==> src/rtl/sdr_pkg.sv <==
// Shared tag encodings and FSM state type for the sum/diff recovery block.
package sdr_pkg;

    localparam logic [1:0] OP_A    = 2'b00;
    localparam logic [1:0] OP_B    = 2'b01;
    localparam logic [1:0] OP_SUM  = 2'b10;
    localparam logic [1:0] OP_DIFF = 2'b11;

    typedef enum logic {
        EMPTY = 1'b0,
        HOLD  = 1'b1
    } state_e;

endpackage

==> src/rtl/sdr_solve.sv <==
// Combinational solver: two tagged beats (distinct tags, any order) -> operand pair a, b.
// With SDR_CHECK_EN defined, err flags out-of-range results, bad direct-beat sign bits
// and odd sum+diff; otherwise err is constant 0.
module sdr_solve
    import sdr_pkg::*;
#(
    parameter int DW = 8
) (
    input  logic [1:0]  sel0_i,
    input  logic [DW:0] c0_i,
    input  logic [1:0]  sel1_i,
    input  logic [DW:0] c1_i,
    output logic [DW-1:0] a_o,
    output logic [DW-1:0] b_o,
    output logic          err_o
);

    localparam int XW = DW + 2;

    logic [1:0]  sel [2];
    logic [DW:0] c   [2];
    logic        has_a, has_b, has_s, has_d;
    logic [DW:0] raw_a, raw_b;
    logic signed [XW-1:0] va, vb, vs, vd, sd_sum, ra, rb;

    assign sel[0] = sel0_i;
    assign sel[1] = sel1_i;
    assign c[0]   = c0_i;
    assign c[1]   = c1_i;

    // Sort the two beats by tag and solve for a and b at DW+2 bits.
    always_comb begin
        has_a = 1'b0;
        has_b = 1'b0;
        has_s = 1'b0;
        has_d = 1'b0;
        raw_a = '0;
        raw_b = '0;
        vs    = '0;
        vd    = '0;
        for (int unsigned i = 0; i < 2; i++) begin
            case (sel[i])
                OP_A:    begin has_a = 1'b1; raw_a = c[i]; end
                OP_B:    begin has_b = 1'b1; raw_b = c[i]; end
                OP_SUM:  begin has_s = 1'b1; vs = XW'($signed(c[i])); end
                default: begin has_d = 1'b1; vd = XW'($signed(c[i])); end
            endcase
        end
        // Direct beats only carry DW significant bits.
        va     = XW'($signed(raw_a[DW-1:0]));
        vb     = XW'($signed(raw_b[DW-1:0]));
        sd_sum = vs + vd;
        ra     = '0;
        rb     = '0;
        if (has_a && has_b) begin
            ra = va;
            rb = vb;
        end else if (has_a && has_s) begin
            ra = va;
            rb = vs - va;
        end else if (has_a && has_d) begin
            ra = va;
            rb = va - vd;
        end else if (has_b && has_s) begin
            ra = vs - vb;
            rb = vb;
        end else if (has_b && has_d) begin
            ra = vd + vb;
            rb = vb;
        end else if (has_s && has_d) begin
            ra = sd_sum >>> 1;
            rb = (vs - vd) >>> 1;
        end
    end

    assign a_o = ra[DW-1:0];
    assign b_o = rb[DW-1:0];

`ifdef SDR_CHECK_EN
    logic range_bad, direct_bad, odd_bad;

    // Result fits DW signed bits only if the top three bits agree.
    assign range_bad  = ((ra[XW-1:DW-1] != '0) && (ra[XW-1:DW-1] != '1)) ||
                        ((rb[XW-1:DW-1] != '0) && (rb[XW-1:DW-1] != '1));
    assign direct_bad = (has_a && (raw_a[DW] != raw_a[DW-1])) ||
                        (has_b && (raw_b[DW] != raw_b[DW-1]));
    assign odd_bad    = has_s && has_d && sd_sum[0];
    assign err_o      = range_bad || direct_bad || odd_bad;
`else
    logic unused_bits;

    assign unused_bits = ^{ra[XW-1:DW], rb[XW-1:DW], raw_a[DW], raw_b[DW], sd_sum[0]};
    assign err_o       = 1'b0;
`endif

endmodule

==> src/rtl/sum_diff_recover.sv <==
// Recovers the signed operand pair (a, b) from two tagged ALU results.
// Holds the first beat, pairs it with the next beat of a different tag, and
// registers the solved pair behind a valid/ready output slot.
// Optional consistency checking is enabled by defining SDR_CHECK_EN.
module sum_diff_recover
    import sdr_pkg::*;
#(
    parameter int DW          = 8,
    parameter int TIMEOUT_CYC = 0
) (
    input  logic          clk,
    input  logic          rst_n,
    input  logic          in_valid,
    output logic          in_ready,
    input  logic [1:0]    in_sel,
    input  logic [DW:0]   in_c,
    output logic          out_valid,
    input  logic          out_ready,
    output logic [DW-1:0] out_a,
    output logic [DW-1:0] out_b,
    output logic          out_err,
    output logic          drop_pulse
);

    localparam int CW = (TIMEOUT_CYC > 1) ? $clog2(TIMEOUT_CYC) : 1;

    state_e        state_q, state_d;
    logic [1:0]    hsel_q, hsel_d;
    logic [DW:0]   hc_q, hc_d;
    logic [CW-1:0] cnt_q, cnt_d;
    logic          ov_q, ov_d;
    logic [DW-1:0] oa_q, oa_d, ob_q, ob_d;
    logic          oe_q, oe_d;
    logic          drop_q, drop_d;
    logic          accept, expire, load;
    logic [DW-1:0] sa, sb;
    logic          se;

    assign in_ready = rst_n && (!ov_q || out_ready);
    assign accept   = in_valid && in_ready;
    assign expire   = (TIMEOUT_CYC > 0) && (state_q == HOLD) && !accept &&
                      (cnt_q == CW'(TIMEOUT_CYC - 1));

    sdr_solve #(.DW(DW)) u_solve (
        .sel0_i (hsel_q),
        .c0_i   (hc_q),
        .sel1_i (in_sel),
        .c1_i   (in_c),
        .a_o    (sa),
        .b_o    (sb),
        .err_o  (se)
    );

    // State, held beat, timeout counter and output slot registers.
    always_ff @(posedge clk or negedge rst_n) begin
        if (!rst_n) begin
            state_q <= EMPTY;
            hsel_q  <= '0;
            hc_q    <= '0;
            cnt_q   <= '0;
            ov_q    <= 1'b0;
            oa_q    <= '0;
            ob_q    <= '0;
            oe_q    <= 1'b0;
            drop_q  <= 1'b0;
        end else begin
            state_q <= state_d;
            hsel_q  <= hsel_d;
            hc_q    <= hc_d;
            cnt_q   <= cnt_d;
            ov_q    <= ov_d;
            oa_q    <= oa_d;
            ob_q    <= ob_d;
            oe_q    <= oe_d;
            drop_q  <= drop_d;
        end
    end

    // Next state: a differing tag completes the pair, expiry abandons the held beat.
    always_comb begin
        state_d = state_q;
        case (state_q)
            EMPTY: if (accept) state_d = HOLD;
            HOLD: begin
                if (accept && (in_sel != hsel_q)) state_d = EMPTY;
                else if (expire)                  state_d = EMPTY;
            end
            default: state_d = EMPTY;
        endcase
    end

    // Datapath: capture/replace the held beat, run the timeout, load or drain the output slot.
    always_comb begin
        hsel_d = hsel_q;
        hc_d   = hc_q;
        cnt_d  = cnt_q;
        drop_d = 1'b0;
        load   = 1'b0;
        ov_d   = ov_q;
        oa_d   = oa_q;
        ob_d   = ob_q;
        oe_d   = oe_q;
        if (ov_q && out_ready) ov_d = 1'b0;
        case (state_q)
            EMPTY: begin
                cnt_d = '0;
                if (accept) begin
                    hsel_d = in_sel;
                    hc_d   = in_c;
                end
            end
            HOLD: begin
                if (accept) begin
                    cnt_d = '0;
                    if (in_sel == hsel_q) begin
                        hc_d   = in_c;
                        drop_d = 1'b1;
                    end else begin
                        load = 1'b1;
                    end
                end else if (expire) begin
                    cnt_d  = '0;
                    drop_d = 1'b1;
                end else if (TIMEOUT_CYC > 0) begin
                    cnt_d = cnt_q + 1'b1;
                end
            end
            default: cnt_d = '0;
        endcase
        // Reload wins over the drain clear in the same cycle.
        if (load) begin
            ov_d = 1'b1;
            oa_d = sa;
            ob_d = sb;
            oe_d = se;
        end
    end

    assign out_valid  = ov_q;
    assign out_a      = oa_q;
    assign out_b      = ob_q;
    assign out_err    = oe_q;
    assign drop_pulse = drop_q;

endmodule

==> config.mk <==
export PLATFORM = sky130hd
export DESIGN_NAME = sum_diff_recover
export DESIGN_NICKNAME = d
export VERILOG_FILES = /design/src/rtl/sdr_pkg.sv /design/src/rtl/sdr_solve.sv /design/src/rtl/sum_diff_recover.sv
export SDC_FILE = /design/constraint.sdc
export NUM_CORES = 1
export LEC_CHECK = 0
export CAP_MARGIN = 10
export CORE_MARGIN = 5
export CORE_UTILIZATION = 65
export CTS_CLUSTER_SIZE = 24
export DETAILED_ROUTE_END_ITERATION = 8
export PLACE_DENSITY = 0.89
export SETUP_SLACK_MARGIN = 0.02
export SLEW_MARGIN = 20
export SYNTH_ARGS = -nofsm -noshare
export SYNTH_HDL_FRONTEND = slang
export SYNTH_SLANG_ARGS = --single-unit
==> constraint.sdc <==
create_clock -name clk -period 6.9 [get_ports clk]
set_input_delay 1.38 -clock clk [delete_from_list [all_inputs] [get_ports clk]]
set_output_delay 1.38 -clock clk [all_outputs]
set_load 0.01 [all_outputs]
=== After elaboration in Yosys (flattened, before gate mapping) ===
Index checks and enable logic that the tools add are counted.
Widths: inputs -> output; s select.

* Multiplexer cells: 43
* Equality and inequality tests: 9
* $add $sub $neg: 6
* Bitwise logic cells: 1
* Reduce and logical (&&, ||, !) cells: 19

{| class="wikitable"
|+ Operators by type and width
! operator !! number
|-
| $mux 8 || 16
|-
| $mux 9 || 7
|-
| $sub 8x8->8 || 3
|-
| $mux 1 || 18
|-
| $pmux 9 s2 || 1
|-
| $logic_and 1x1->1 || 10
|-
| $add 9x9->9 || 1
|-
| $sub 9x9->9 || 1
|-
| $add 8x8->8 || 1
|-
| $reduce_or 3->1 || 2
|-
| $eq 2x1->1 const B || 2
|-
| $eq 2x2->1 const B || 2
|-
| $logic_not 2->1 || 2
|-
| $ne 2x1->1 const B || 2
|-
| $reduce_and 3->1 || 1
|-
| $eq 2x2->1 || 1
|-
| $ne 2x2->1 || 1
|-
| $ne 2x2->1 const B || 1
|-
| $pmux 1 s2 || 1
|-
| $reduce_and 2->1 || 1
|-
| $reduce_bool 2->1 || 1
|-
| $logic_not 1->1 || 1
|-
| $logic_or 1x1->1 || 1
|-
| $not 1->1 || 1
|}

* Output and inout port bits: 20
* Bits in registers: 30
* Input port bits: 15

=== Logic depth before layout (Yosys ltp) ===
Gate-level depths: netlist (run 1).

* Depth after elaboration: 11
* Mapped depth: 18
* Gate-level depth less buffers: 14

=== Hierarchy ===
Synthesis (run 1) repeated with hierarchy kept, for this count alone.

* Cell total of the unflattened synthesis: 600
* Area total of the unflattened synthesis: 4,798.4 µm²

{| class="wikitable"
|+ By module, submodules not included
! module !! area each (µm²) !! instances !! cells an instance
|-
| sdr_solve || 3,520.9 || 1 || 525
|-
| sum_diff_recover || 1,277.5 || 1 || 75
|}

=== Worst setup path before layout (run 1) ===
Ideal clock, no wire load.

* Kind: input port to flip-flop
* Start: input in_sel[1]
* End: register oa_q[7] (netlist: out_a[7])
* Stages: 16
* Slack: 2.478 ns
* Arrival time: 4.318 ns
* Required time: 6.796 ns
* Cells stage by stage: buf_4 buf_4 buf_6 buf_2 buf_1 buf_1 nand2_1 a31o_2 ha_1 maj3_1 a221oi_1 o31ai_1 xor2_1 nand2_1 a31o_1 o311ai_1

* Word-level cells in the longest chain between the ends: 10
* Elaborated cells between the ends (all ways): 31
* Classes of those cells: 3 x add/sub; 3 x eq/ne; 17 x mux; 8 x reduce/logical

{| class="wikitable"
|+ RTL lines
! element !! line !! text
|-
| start: declaration || sum_diff_recover.sv:15 || <nowiki>input logic [1:0] in_sel,</nowiki>
|-
| $eq 2x1->1, or another cell as far along || sdr_solve.sv:42 || <nowiki>case (sel[i])</nowiki>
|-
| $reduce_or 3->1 (no line) || -- ||
|-
| $mux 9 or $mux 1 (tied branches) || sdr_solve.sv:42 ||
|-
| $add 9x9->9 or $logic_and 1x1->1 (tied branches) || sdr_solve.sv:52, sdr_solve.sv:70 ||
|-
| $mux 8 || sdr_solve.sv:70 || <nowiki>end else if (has_s && has_d) begin</nowiki>
|-
| $mux 8 || sdr_solve.sv:67 || <nowiki>end else if (has_b && has_d) begin</nowiki>
|-
| $mux 8 || sdr_solve.sv:64 || <nowiki>end else if (has_b && has_s) begin</nowiki>
|-
| $mux 8 || sdr_solve.sv:61 || <nowiki>end else if (has_a && has_d) begin</nowiki>
|-
| $mux 8 || sdr_solve.sv:58 || <nowiki>end else if (has_a && has_s) begin</nowiki>
|-
| $mux 8 || sdr_solve.sv:55 || <nowiki>if (has_a && has_b) begin</nowiki>
|-
| end signal: assignment || sum_diff_recover.sv:62 || <nowiki>oa_q <= '0;</nowiki>
|-
| end signal: assignment || sum_diff_recover.sv:72 || <nowiki>oa_q <= oa_d;</nowiki>
|-
| end: declaration || sum_diff_recover.sv:32 || <nowiki>logic [DW-1:0] oa_q, oa_d, ob_q, ob_d;</nowiki>
|}

Several ways; a longest one is shown, not always the timed one.
A chain may end at the register's enable or synchronous reset.

=== Final worst setup path (run 1) ===
* Start: input in_sel[0]
* End: register oa_q[7] (netlist: out_a[7])

Same word-level chain as after synthesis.

==> results.yml, run 1 <==
drt:
  postRouteAntennaNets: 0
  wl_per_cell_um: 23.0
  num_vias: 5225
  avgViaCountPerCell: 7.30
  drcViolationCount: 0
  dr.pass1.iters: 9
  drt_iter0_markers: 866
  routed_wl_um: 16500
pwr:
  ir_drop_uv: 180
  p_clk_frac: 0.081
  switching_share: 0.545
  p_switching_mw: 1.21
  power_mw: 2.22
  p_comb_frac: 0.747
  p_int_mw: 1.01
  p_seq_frac: 0.172
  leakagePower_nw: 2.08
  power_density_nw_per_um2: 447
timing:
  hold_violations: 0
  worst_pin_slew_ns: 1.16
  setup_viol_count_final: 0
  fmax_mhz: 178
  fin_setup_tns_ns: 0
  slew_headroom: 0.218
  layout_setup_ws_ns: 1.30
  whs_ns: 0.477
  finClkSkew_ns: 0.0119
  finalMaxSlewViolations: 0
  min_period_ns: 5.60
  rsz0062_at_grt: "false"
  finalCritPeriodShare: 0.812
global_routing:
  grt_pass1_vias: 4712
  grt_start_max_net_pins: 33
  antenna_found_initial: 0
  grtUsageTotal: 0.372
  grt_first_pass_wirelength_um: 25200
  overflow: 0
synthesis:
  yosysTopAreaCell: "dfrtp_1"
  ys_types: 81
  synth_common_cells: "nand2_1 (70), nor2_1 (46), a21oi_1 (42), o21ai_0 (32), dfrtp_1 (30)"
  netlist_instances: 611
  synth_nets: 654
  synth_area_um2: 4570
  synthArstFlopShare: 1.00
  synth_edf_count: 0
  synth_ff_type: "dfrtp_1"
  synth_top_area_frac: 0.164
  syn_avg_cell_area_um2: 7.48
  synth_area_leaders: "dfrtp_1 (16%), ha_1 (7.7%), nand2_1 (5.7%)"
  ys_ff_latch: 30
  synth_most_common_cell: "nand2_1"
  yosysWarnings: 0
  synth-seq-area-share: 0.164
cells_and_area:
  fin_util: 0.726
  multi_input_area_um2: 3470
  drive_gt1_frac: 0.0903
  fill_cells: 584
  finalNetCount: 662
  synthToLayoutAreaGrowth_pct: 8.57
  instances_no_fill: 716
  fin_area_um2: 4960
  antenna_cells: 0
  seq_area_um2: 751
cts:
  cts_tree: "yes"
  ctsResizeCount: 0
  path_clk_slew_ns: 0.07
  cts_hold_buf: 0
  cts_setup_buffers: 0
  clockBufferDepth: 2
  worstSkewPairLatency_ns: 0.30
  cts.htree.levels: 2
  cts-buffers-inserted: 5
  cts_root_buf: "clkbuf_8"
  numClockSinks: 30
critical_path:
  arrival_ns: 5.76
  reg2reg_slack_ns: 2.88
  critPathLaunchType: "input port"
  setup.worst_path.class: "in2reg"
  crit_fanout: 25
  cp-end-kind: "register"
  worstPathRequired_ns: 7.06
placed_design:
  dpl_cell_area_um2: 4850
  place_hpwl_um: 12500
  routabilityCongestion: 1.11
  port-buffer-count: 33
  dp_slack_ns: 1.24
  dp.cells: 708
die:
  pin_count: 35
  die_area_um2: 8810
  fp-row-count: 30
  die_h_um: 93.9
  initial_core_util: 0.669
  die_w_um: 93.9
  core_um2: 6830
min_path:
  min_path_type: "reg2reg"
run:
  maxCapViolCount: 0
status:
  status: "complete, no violations"
[sequential cells by signal (all words and copies together), names as in the netlist]
name / count
hc_q: 9
drop_pulse: 1
out_valid: 1
out_a: 8
out_b: 8
state_q: 1
hsel_q: 2
[metal layers]
layer	vias up	track usage	wire length [µm]
met2	489	0.571	6820
met4	0	0.226	1250
met3	123	0.0721	2380
met5	-	0	0
met1	2368	0.480	6000
li1	2245	-	-
[power by group through the flow]
stage,sequential (mW),combinational (mW),clock (mW)
final,0.382,1.66,0.180
after global placement,0.374,1.53,0
after CTS,0.377,1.58,0.177
after detailed placement,0.379,1.57,0
after floorplan,0.332,1.15,0
after global routing,0.395,1.74,0.189
[placed cells by master (no fill, tap or decap), types with 5 or more instances in the layout]
master and n:
nand2_1 70, nor2_1 46, a21oi_1 42, clkdlybuf4s50_1 33
o21ai_0 32, dfrtp_1 30, inv_1 29, xnor2_1 29
ha_1 28, a22oi_1 17, nand3_1 16, nand2b_1 15
xor2_1 13, a221oi_1 13, nor3_1 11, a31oi_1 10
o211ai_1 8, mux2_2 8, a22o_1 7, o21a_1 7
nor2b_1 7, a21o_1 7, o21ai_1 7, o22ai_1 7
o31ai_1 7, buf_4 7, and2_1 6, nand3b_1 6
and3_1 5, and3b_1 5, maj3_1 5, o221ai_1 5
clkbuf_8 5
[final timing paths]
| path | start | to | cells past startpoint |
|---|---|---|---|
| max | in_sel[0] | out_a[7]$_DFFE_PN0P_ | 12 |
| min | out_b[2]$_DFFE_PN0P_ | out_b[2]$_DFFE_PN0P_ | 2 |
| max reg2reg | hsel_q[0]$_DFFE_PN0P_ | out_a[6]$_DFFE_PN0P_ | 12 |
| min reg2reg | out_b[2]$_DFFE_PN0P_ | out_b[2]$_DFFE_PN0P_ | 2 |
| max in group asynchronous | rst_n | out_b[5]$_DFFE_PN0P_ | 2 |
| min in group asynchronous | rst_n | hc_q[7]$_DFFE_PN0P_ | 2 |
[final cells by class]
cell class                 count  area share
timing repair buffer          40      0.0772
clock inverter                 3     0.00807
clock buffer                   5      0.0139
inverter                      33      0.0255
multi-input combinational    509       0.700
sequential                    30       0.151
tap                           96      0.0242
[critical path, cell delays in order]
cell	delay, ns
clkdlybuf4s50_1	1.11
buf_4	0.40
nor2b_1	0.62
o21ai_0	0.29
ha_1	0.27
maj3_1	0.39
a221oi_1	0.41
o31ai_1	0.19
xor2_1	0.20
nand2_1	0.08
a31o_1	0.28
o311ai_1	0.13
[cell families (layout without fill, tap and decap cells)]
group	count (synthesis)	after routing	synth area share
AOI/OAI and AO/OA	212	212	0.330
and+or+nand+nor	207	207	0.225
buffers and inverters	72	81	0.0758
xor gates and xnor gates	44	44	0.0876
adders and majority gates	34	34	0.0901
DFF	30	30	0.164
muxes	11	11	0.0263
other	1	1	0.000820
Power figures use the tool's default switching activity.
==> run 2: changes to the inputs <==
Settings changed: CORE_UTILIZATION 65 to 61, PLACE_DENSITY 0.89 to 0.85.
Clock period 6.9 ns to 5.6 ns, I/O delays scaled along.
==> run 2 against run 1 <==
Critical path depth increased by 3; sequential share of layout area is 0.15 points lower; non-clock buffer count is 6 higher; setup slack lost 0.38 ns; the flow now finishes with violations (design-rule violations); total power rose by 25%; count of clock-buffer cells in the layout did not move; sequential power increased by 23%; critical path type unchanged; critical endpoint is now out_b[6]$_DFFE_PN0P_; global-route usage is 0.068 points higher.
==> results.yml, run 2 (synthesized netlist as in run 1, its figures left out) <==
critical_path:
  slowest_delay_ns: 0.75
  worstReg2RegEnd: "out_a[6]$_DFFE_PN0P_"
  cp_common_cell: "a21oi_1"
  rr_startpoint: "hsel_q[0]$_DFFE_PN0P_"
  arrival_ns: 4.85
  crit_chain: "clkdlybuf4s50_1 -> buf_4 -> nor2_2 -> buf_4 -> a22oi_1 -> ha_1 -> inv_1 -> ha_1 -> a221oi_1 -> o21ai_0 -> a21oi_1 -> mux2i_1 -> a21oi_1 -> a211oi_1 -> a21oi_1"
  cp_slowest_cell: "clkdlybuf4s50_1"
  reg2reg_slack_ns: 1.59
  crit_fanout: 13
  worstPathRequired_ns: 5.77
  cp-end-kind: "register"
  reg2regPathDepth: 12
  critPathLaunchType: "input port"
  setup.worst_path.class: "in2reg"
timing:
  rsz0062_at_grt: "false"
  worst_pin_slew_ns: 0.898
  finClkSkew_ns: 0.0126
  fin_setup_tns_ns: 0
  hold_violations: 0
  setup_viol_count_final: 0
  finalMaxSlewViolations: 0
  whs_ns: 0.480
  finalCritPeriodShare: 0.837
  min_period_ns: 4.69
  fmax_mhz: 213
  slew_headroom: 0.400
global_routing:
  overflow: 0
  grt_most_used_layer: "met2"
  met3_usage: 0.0790
  grt_pass1_vias: 4954
  grt_first_pass_wirelength_um: 26200
  use_met1: 0.477
  antenna_found_initial: 0
  grtUsageTotal: 0.373
  use_met2: 0.557
  grt_start_max_net_pins: 41
cts:
  cts_tree: "yes"
  cts-buffers-inserted: 5
  numClockSinks: 30
  cts_hold_buf: 0
  cts.htree.levels: 2
  cts_root_buf: "clkbuf_8"
  clockBufferDepth: 2
  ctsResizeCount: 0
  path_clk_slew_ns: 0.08
  worstSkewPairLatency_ns: 0.30
  cts_setup_buffers: 0
drt:
  drt_iter0_markers: 820
  num_vias: 5156
  avgViaCountPerCell: 7.11
  postRouteAntennaNets: 0
  routed_wl_um: 17000
  drcViolationCount: 4
  dr.pass1.iters: 9
  wl_per_cell_um: 23.4
pwr:
  power_density_nw_per_um2: 553
  power_mw: 2.77
  leakagePower_nw: 2.11
  ir_drop_uv: 340
placed_design:
  port-buffer-count: 33
  place_hpwl_um: 12900
  routabilityCongestion: 1.07
  dp.cells: 717
  dpl_cell_area_um2: 4900
cells_and_area:
  top_register: "hc_q"
  seq_area_um2: 751
  antenna_cells: 0
  mostFrequentLayoutCells: "nand2_1 (70), nor2_1 (46), a21oi_1 (42)"
  multi_input_area_um2: 3470
  mostFrequentLayoutCell: "nand2_1"
  fin_area_um2: 5010
  finalNetCount: 668
  fill_cells: 610
  drive_gt1_frac: 0.0990
  largest_reg_flops: 9
  instances_no_fill: 725
  synthToLayoutAreaGrowth_pct: 9.64
status:
  status: "finished, violations left"
  violations: "design-rule violations"
die:
  pin_count: 35
  initial_core_util: 0.627
  fp-row-count: 31
  die_w_um: 96.6
  die_area_um2: 9320
  core_um2: 7290
  die_h_um: 96.6
run:
  maxCapViolCount: 0
min_path:
  holdCritStartpoint: "out_b[1]$_DFFE_PN0P_"
  min_path_type: "reg2reg"
  holdPathEnd: "out_b[1]$_DFFE_PN0P_"
  holdPathStages: 2
[run 2: changes by cell type in the layout (fill, tap and decap cells not counted), sizes merged]
cell	previous run	this run
buf	7	13
[run 2: critical path, delay by kind of cell]
| family | cells | cell delay [ns] |
|---|---|---|
| AO/OA/AOI/OAI | 7 | 1.72 |
| adder cells (fa/ha/maj) | 2 | 0.43 |
| multiplexers | 1 | 0.21 |
| AND/OR/NAND/NOR | 1 | 0.08 |
| buffers and inverters | 4 | 1.27 |
[run 2: through the flow]
stage / setup WS, ns / utilization
after detailed placement: 0.692 / 0.672
final: 0.914 / 0.687
after global routing: 0.652 / 0.687
after floorplan: 1.44 / -
after global placement: 0.792 / 0.672
after CTS: 0.976 / 0.687
[run 2: worst max path at each step]
stage	from	to	slack, ns	cells past startpoint
after CTS	in_sel[0]	out_b[6]$_DFFE_PN0P_	0.98	15
after global placement	in_sel[0]	out_b[6]$_DFFE_PN0P_	0.79	15
after floorplan	in_sel[1]	out_a[7]$_DFFE_PN0P_	1.44	16
after global routing	in_sel[0]	out_b[6]$_DFFE_PN0P_	0.65	15
after detailed placement	in_sel[0]	out_b[6]$_DFFE_PN0P_	0.69	15
final	in_sel[0]	out_b[6]$_DFFE_PN0P_	0.91	15
[run 2: metal layers]
metal	part of all wire	wire [µm]
met5	0	0
met4	0.083	1420
met3	0.13	2280
met2	0.41	6900
met1	0.38	6400
[run 2: area by class of cell]
type | count | area share
clock inverter | 3 | 0.00799
multi-input combinational | 509 | 0.693
inverter | 33 | 0.0252
clock buffer | 5 | 0.0137
timing repair buffer | 46 | 0.0854
sequential | 30 | 0.150
tap | 99 | 0.0247
[run 2: where the power goes]
| group | total [mW] | switching, mW | internal (mW) |
|---|---|---|---|
| sequential | 0.471 | 0.155 | 0.316 |
| combinational | 2.07 | 1.26 | 0.807 |
| clock | 0.232 | 0.101 | 0.131 |
| total | 2.77 | 1.52 | 1.25 |
==> variant: new RTL, flow settings as in run 2 <==
Reset style: synchronous (`rst_n`), changed in one clocked block.
--- a/src/rtl/sum_diff_recover.sv
+++ b/src/rtl/sum_diff_recover.sv
@@ -53,5 +53,5 @@
 
     // State, held beat, timeout counter and output slot registers.
-    always_ff @(posedge clk or negedge rst_n) begin
+    always_ff @(posedge clk) begin
         if (!rst_n) begin
             state_q <= EMPTY;
Check against the original RTL: differs if rst_n is asserted again (counterexample within 4 cycles, from zero or initial values and one cycle with rst_n low); with rst_n held inactive, the same outputs for 4 cycles.
==> variant against run 2 <==
- sequential cell count is the same
- critical path type unchanged
- routed wire length grew 0.40%
- clock skew grew 0.0038 ns
- first-iteration DRC count shrank 12%
- via count grew 0.43%
- synthesized cell count grew 3.1%
- final area shrank 0.47%
- highest routed layer unchanged
- largest cell class unchanged
- worst setup slack lost 0.16 ns
- area after synthesis shrank 0.63%
Power is left out: it rests on default switching activity, and per cell area and clock period it moved more than threefold.
==> variant: results (changes against run 2) <==
{| class="wikitable"
! Metric !! Value
|-
| First-pass detailed-route iteration total || 6 (-3)
|-
| Maximum number of pins on one net before global-route repair || 46 (+12%)
|-
| First-pass GRT wire length || 25700 um (-2.2%)
|-
| Max-slew headroom at the worst pin || 0.337 (-0.0631)
|-
| Area contributors post-synth || dfxtp_1, ha_1, xnor2_1
|-
| Fraction of final layout cells with drive strength greater than 1 || 0.0915 (-0.00757)
|-
| Initial DRC Count || 721 (-12%)
|-
| DR WL/cell || 22.9 um (-2.2%)
|-
| Non-CTS inverters || 30 (-9.1%)
|-
| Internal reg-to-reg setup slack || 1.43 ns (-0.16 ns)
|-
| Count of nets after finishing || 687 (+2.8%)
|-
| Sequential cell area || 601 sq um (-20%)
|-
| DP Cell Count || 736 (+2.6%)
|-
| Met3 capacity usage during global routing || 0.0993 (+0.0203)
|-
| Endpoint of the most critical setup path || out_b[7]$_SDFFE_PN0P_
|-
| R2r endpoint || out_a[6]$_SDFFE_PN0P_
|-
| Mux share of post-synthesis cell area || 0.0391 (+0.0128)
|-
| R2r worst-path depth || 13 (+1)
|-
| Fraction of area in multi-input gates || 0.717 (+0.0234)
|-
| GRT Overall Usage || 0.371 (-0.00253)
|-
| Layout Cell Area excl Fill || 0.00499 sq mm (-0.47%)
|-
| Met2 routing resource usage after global routing || 0.585 (+0.0285)
|-
| Setup slack after placement || 0.615 ns (-0.0765 ns)
|-
| Minimum clock period || 4.84 ns (+0.158 ns)
|-
| Total length of routed wires || 17100 um (+0.40%)
|-
| Portion of the layout cell area used by non-clock buffers || 0.0973 (+0.0119)
|-
| Status || complete, no violations
|-
| Complex-gate fraction of the synthesized area || 0.323 (-0.00645)
|-
| Vias in the first global route || 4675 (-5.6%)
|-
| Portion of the layout cell area used by clock cells || 0.0183 (-0.00341)
|-
| Vias || 5178 (+0.43%)
|-
| Number of sequential cells || 30 (unchanged)
|-
| Final estimated routing congestion in global placement || 1.05 (-1.8%)
|-
| Count of filler cells inserted in the layout || 635 (+4.1%)
|}
==> variant: cell types whose count changed after synthesis, sizes merged, moves of 7 or more <==
cell	run 2	this run
nor2	51	44
mux2i	3	12
clkbuf	12	20
dfxtp	0	30
nor2b	9	21
xnor2	30	37
dfrtp	30	0
==> variant: worst min path at each step <==
stage	from	end	slack, ns	cells past startpoint
after floorplan	out_a[1]$_SDFFE_PN0P_	out_a[1]$_SDFFE_PN0P_	0.49	2
after global placement	out_a[1]$_SDFFE_PN0P_	out_a[1]$_SDFFE_PN0P_	0.46	2
after detailed placement	out_a[1]$_SDFFE_PN0P_	out_a[1]$_SDFFE_PN0P_	0.47	2
after CTS	out_a[1]$_SDFFE_PN0P_	out_a[1]$_SDFFE_PN0P_	0.48	2
after global routing	out_b[5]$_SDFFE_PN0P_	out_b[5]$_SDFFE_PN0P_	0.52	1
final	out_a[1]$_SDFFE_PN0P_	out_a[1]$_SDFFE_PN0P_	0.48	2
